`src/rtl/instr_fetch.sv`:
```
// Instruction fetch sequencer: owns the PC, runs the req/ready/rvalid fetch handshake and
// presents one instruction at a time. Optional opcode screening under FETCH_ILLEGAL_OP_EN.
module instr_fetch #(
    parameter int               XLEN     = 32,
    parameter logic [XLEN-1:0]  RESET_PC = '0
) (
    input  logic            clk,
    input  logic            rst_n,
    output logic            imem_req,
    output logic [XLEN-1:0] imem_addr,
    input  logic            imem_ready,
    input  logic            imem_rvalid,
    input  logic [XLEN-1:0] imem_rdata,
    input  logic            stall_i,
    input  logic            branch_i,
    input  logic            zero_i,
    input  logic [XLEN-1:0] branch_target_i,
    output logic            instr_valid_o,
    output logic [XLEN-1:0] instr_o,
    output logic [6:0]      opcode_o,
    output logic [XLEN-1:0] pc_o,
`ifdef FETCH_ILLEGAL_OP_EN
    output logic            illegal_o,
`endif
    output logic [1:0]      fsm_state_o
);

    // Handshake: a request is granted on any cycle where imem_req & imem_ready; the single
    // outstanding response is accepted on the first imem_rvalid while waiting for it.
    typedef enum logic [1:0] {
        S_IDLE = 2'd0,
        S_REQ  = 2'd1,
        S_WAIT = 2'd2,
        S_HOLD = 2'd3
    } state_e;

    localparam logic [XLEN-1:0] PC_STEP = XLEN'(4);

    state_e          state_q, state_d;
    logic [XLEN-1:0] pc_q, pc_d;
    logic [XLEN-1:0] instr_q, instr_d;
    logic [XLEN-1:0] pc_out_q, pc_out_d;
    logic            valid_q, valid_d;
`ifdef FETCH_ILLEGAL_OP_EN
    logic            illegal_q, illegal_d;
    logic            op_legal;

    always_comb begin
        op_legal = 1'b0;
        case (imem_rdata[6:0])
            7'b0110011, 7'b0000011, 7'b0100011, 7'b1100011: op_legal = 1'b1;
            default:                                        op_legal = 1'b0;
        endcase
    end
`endif

    always_ff @(posedge clk) begin
        if (!rst_n) begin
            state_q   <= S_IDLE;
            pc_q      <= RESET_PC;
            instr_q   <= '0;
            pc_out_q  <= RESET_PC;
            valid_q   <= 1'b0;
`ifdef FETCH_ILLEGAL_OP_EN
            illegal_q <= 1'b0;
`endif
        end else begin
            state_q   <= state_d;
            pc_q      <= pc_d;
            instr_q   <= instr_d;
            pc_out_q  <= pc_out_d;
            valid_q   <= valid_d;
`ifdef FETCH_ILLEGAL_OP_EN
            illegal_q <= illegal_d;
`endif
        end
    end

    always_comb begin
        state_d   = state_q;
        pc_d      = pc_q;
        instr_d   = instr_q;
        pc_out_d  = pc_out_q;
        valid_d   = valid_q;
`ifdef FETCH_ILLEGAL_OP_EN
        illegal_d = illegal_q;
`endif
        case (state_q)
            S_IDLE: state_d = S_REQ;
            S_REQ: begin
                if (imem_ready) state_d = S_WAIT;
            end
            S_WAIT: begin
                if (imem_rvalid) begin
                    valid_d  = 1'b1;
                    pc_out_d = pc_q;
                    state_d  = S_HOLD;
`ifdef FETCH_ILLEGAL_OP_EN
                    // Unknown opcodes become an all-zero word so the decoder deasserts everything.
                    instr_d   = op_legal ? imem_rdata : '0;
                    illegal_d = ~op_legal;
`else
                    instr_d  = imem_rdata;
`endif
                end
            end
            S_HOLD: begin
                // Stall has priority; branch/zero are only acted on in the release cycle.
                if (!stall_i) begin
                    valid_d = 1'b0;
                    state_d = S_REQ;
                    pc_d    = (branch_i && zero_i) ? {branch_target_i[XLEN-1:2], 2'b00}
                                                   : pc_q + PC_STEP;
`ifdef FETCH_ILLEGAL_OP_EN
                    illegal_d = 1'b0;
`endif
                end
            end
            default: state_d = S_IDLE;
        endcase
    end

    assign imem_req      = (state_q == S_REQ);
    assign imem_addr     = pc_q;
    assign instr_valid_o = valid_q;
    assign instr_o       = instr_q;
    assign opcode_o      = instr_q[6:0];
    assign pc_o          = pc_out_q;
    assign fsm_state_o   = state_q;
`ifdef FETCH_ILLEGAL_OP_EN
    assign illegal_o     = illegal_q;
`endif

endmodule

```
`config.mk`:
```
export PLATFORM = sky130hd
export DESIGN_NAME = instr_fetch
export DESIGN_NICKNAME = d
export VERILOG_FILES = /design/src/rtl/instr_fetch.sv
export SDC_FILE = /design/constraint.sdc
export NUM_CORES = 1
export LEC_CHECK = 0
export ABC_AREA = 1
export BUFFER_PORTS_ARGS = -buffer_cell sky130_fd_sc_hd__buf_2
export CAP_MARGIN = 5
export CORE_ASPECT_RATIO = 0.5
export CORE_MARGIN = 4
export CORE_UTILIZATION = 45
export DETAILED_ROUTE_END_ITERATION = 16
export PLACE_DENSITY = 0.76
export SYNTH_ARGS = -nofsm -noshare
export SYNTH_HDL_FRONTEND = slang
export SYNTH_SLANG_ARGS = --single-unit
```
`constraint.sdc`:
```
create_clock -name clk -period 1.3 [get_ports clk]
set_input_delay 0.065 -clock clk [delete_from_list [all_inputs] [get_ports clk]]
set_output_delay 0.065 -clock clk [all_outputs]
set_load 0.1 [all_outputs]
```
==> results.toml <==
[cts]
cts_sinks = 95
cts_made_buffers = 9
path_clk_slew_ns = 0.07
cts_tree = "built"
cts.path.max_buffers = 2
insertion_delay_ns = 0.34
clockRootBuffer = "clkbuf_16"
cts.htree.levels = 3

[sta]
period_share_pct = 115
setup_viol = 52
finalMaxSlewViolations = 0
hold_violations = 0
fin_ws_ns = -0.198
rsz0062_at_grt = "yes"
tns_ns = -2.99
min_period_ns = 1.50
fin_skew_ns = 0.00984
fmax_mhz = 667

[critical_path]
cp.arrival_ns = 1.73
crit_path_end_kind = "register"
worstSetupPathType = "register to register"
crit_path_start_kind = "register"
r2r_cells = 10
worstPathMaxFanout = 4
worst_ep_required_time_ns = 1.53

[placement]
io_buffer_count = 171
post-dp-hpwl_um = 10800
pre_cts_ws_ns = -0.105
globalplace.congestion = 0.892
placed_area_um2 = 6480

[routing]
vias = 5388
wl_met2_um = 7970
wl_met1_um = 6810
drt_iter0_drc = 424
wl_um = 16000
viasPerCell = 5.07
met3_length_um = 971
drc = 0
dr.pass1.iters = 5
antenna_left = 0
highest_layer = "met4"
wl_per_cell_um = 15.1

[global_route]
grt_pass1_vias = 4735
grt_pass1_wl_um = 22900
antenna_found_initial = 0
overflow = 0
grt_max_degree = 49
grt_use_total_pct = 22.9

[final_layout]
multi_input_area_um2 = 2920
synthToLayoutAreaGrowth_pct = 59.8
final_layout_size_suffix_gt1_share_pct = 50.8
num_antenna_cells = 0
seq_area_um2 = 2020
fin_nets = 992
n_fill_cell = 759
final_area_um2 = 7520

[yosys]
ys_seq_area_share_pct = 40.4
yosysMostFrequentCell = "nand2_1"
ys_warn_count = 0
async_flop_share_pct = 0
synth_edf_count = 0
synthTopCellsByArea = "dfxtp_1 (40%), nand2_1 (11%), nor2_1 (11%), o21ai_0 (8.9%), a21oi_1 (5.1%)"
netlist.area_leader.share_pct = 40.4
ys_seq_elements = 95
synth_commonest_cells = "nand2_1 (140), nor2_1 (137), dfxtp_1 (95)"
synth.distinct_cells = 31
syn_inst = 682
synth_ff_type = "dfxtp_1"
yosysTopAreaCell = "dfxtp_1"
synth_area_um2 = 4710
syn_area_per_cell_um2 = 6.90

[die]
rows = 26
die-area_um2 = 12300
core-area_um2 = 10200
die-height_um = 80.3
die-width_um = 153
initial_core_util_pct = 46.1
io_pins = 178

[power]
total_power_mw = 12.7
power.internal_mw = 6.32
clockPowerShare_pct = 20.5
powerDensity_nw_per_um2 = 1690
combPwrFrac_pct = 50.7
p_sw_mw = 6.41
p_sw_share_pct = 50.4
power_leakage_nw = 3.32
ir_drop_uv = 880
pwr-share-seq_pct = 28.8

[outcome]
violations = "negative setup slack"
status = "finished with violations"

[worst_hold_path]
min_path_type = "input port to register"
holdPathStages = 3

[job]
drv_cap = 0
## per-layer routing
metal	vias to the layer above	global-route usage, %
li1	2665	-
met1	2483	28.4
met2	212	41.0
met3	28	4.90
met4	0	6.13
met5	-	0
## per-stage QoR
step / hold slack (ns) / instances / utilization [%]
after floorplan: 0.203 / 685 / -
after global placement: 0.317 / 1014 / 63.4
after detailed placement: 0.322 / 1014 / 63.4
after CTS: 0.0000353 / 1044 / 68.2
after global routing: 0.00737 / 1062 / 73.6
final: 0.00654 / 1062 / 73.6
## layout by cell type, fill, tap and decap left out, drive strengths merged, types with 3 or more instances in the layout
master,instances
a21oi,58
buf,245
clkbuf,22
clkinv,3
conb,4
dfxtp,95
dlygate4sd3,12
ha,4
inv,43
nand2,153
nand3,31
nor2,155
o21ai,85
## worst paths after layout
path / start / endpoint / slack (ns)
hold reg to reg: pc_o[7] / pc_o[7] / 0.46
setup reg to reg: imem_addr[2] / imem_addr[28] / -0.20
setup / recovery: imem_addr[2] / imem_addr[28] / -0.20
hold / removal: imem_rdata[0] / instr_o[0] / 0.007
## state kept, by name (all words and copies together) (netlist names)
register,flops
fsm_state_o,2
imem_addr,30
instr_o,32
instr_valid_o,1
pc_o,30
## cell type report
cell class	instances	share of cell area, %
flip-flops and latches	95	26.9
clock inverters	3	0.316
well taps	140	2.33
inverters	42	2.26
repair inverters	1	0.216
multi-input cells	502	38.8
clock buffers	13	3.61
repair buffers	266	25.6
## power groups by stage
stage | combinational, mW | clock (mW) | sequential (mW)
4_1_cts | 5.91 | 2.67 | 3.62
5_1_grt | 6.72 | 2.78 | 3.73
3_5_place_dp | 5.84 | 0 | 3.68
2_1_floorplan | 1.97 | 0 | 6.71
3_3_place_gp | 5.81 | 0 | 3.66
6_report | 6.45 | 2.61 | 3.67
## critical path, stage by stage, from the launching register on
cell	delay, ns
dfxtp_4	0.37
ha_4	0.15
nand2_4	0.06
nor2_4	0.14
nand2_4	0.12
nor2_4	0.17
nand2_1	0.09
nand2_1	0.07
nand3_1	0.06
nand2_1	0.10
a21oi_2	0.06
## kinds of logic after synthesis
logic type	count (synthesis)	share of synthesized area, %
other	1	0.0796
DFF	95	40.4
and+or+nand+nor	345	32.3
adders and majority gates	4	1.06
buffers and inverters	88	9.14
AOI/OAI and AO/OA	148	16.8
xor gates and xnor gates	1	0.186
## repair_timing
action / CTS / global route
hold buffers: 10 / 2
endpoints found under the setup margin: 34 / 55
gates cloned: 0 / 5
resized for setup: 22 / 109
hold endpoints to repair: 10 / 2
buffers inserted: 4 / 12
pin swaps: 14 / 30
Power figures use the tool's default switching activity.
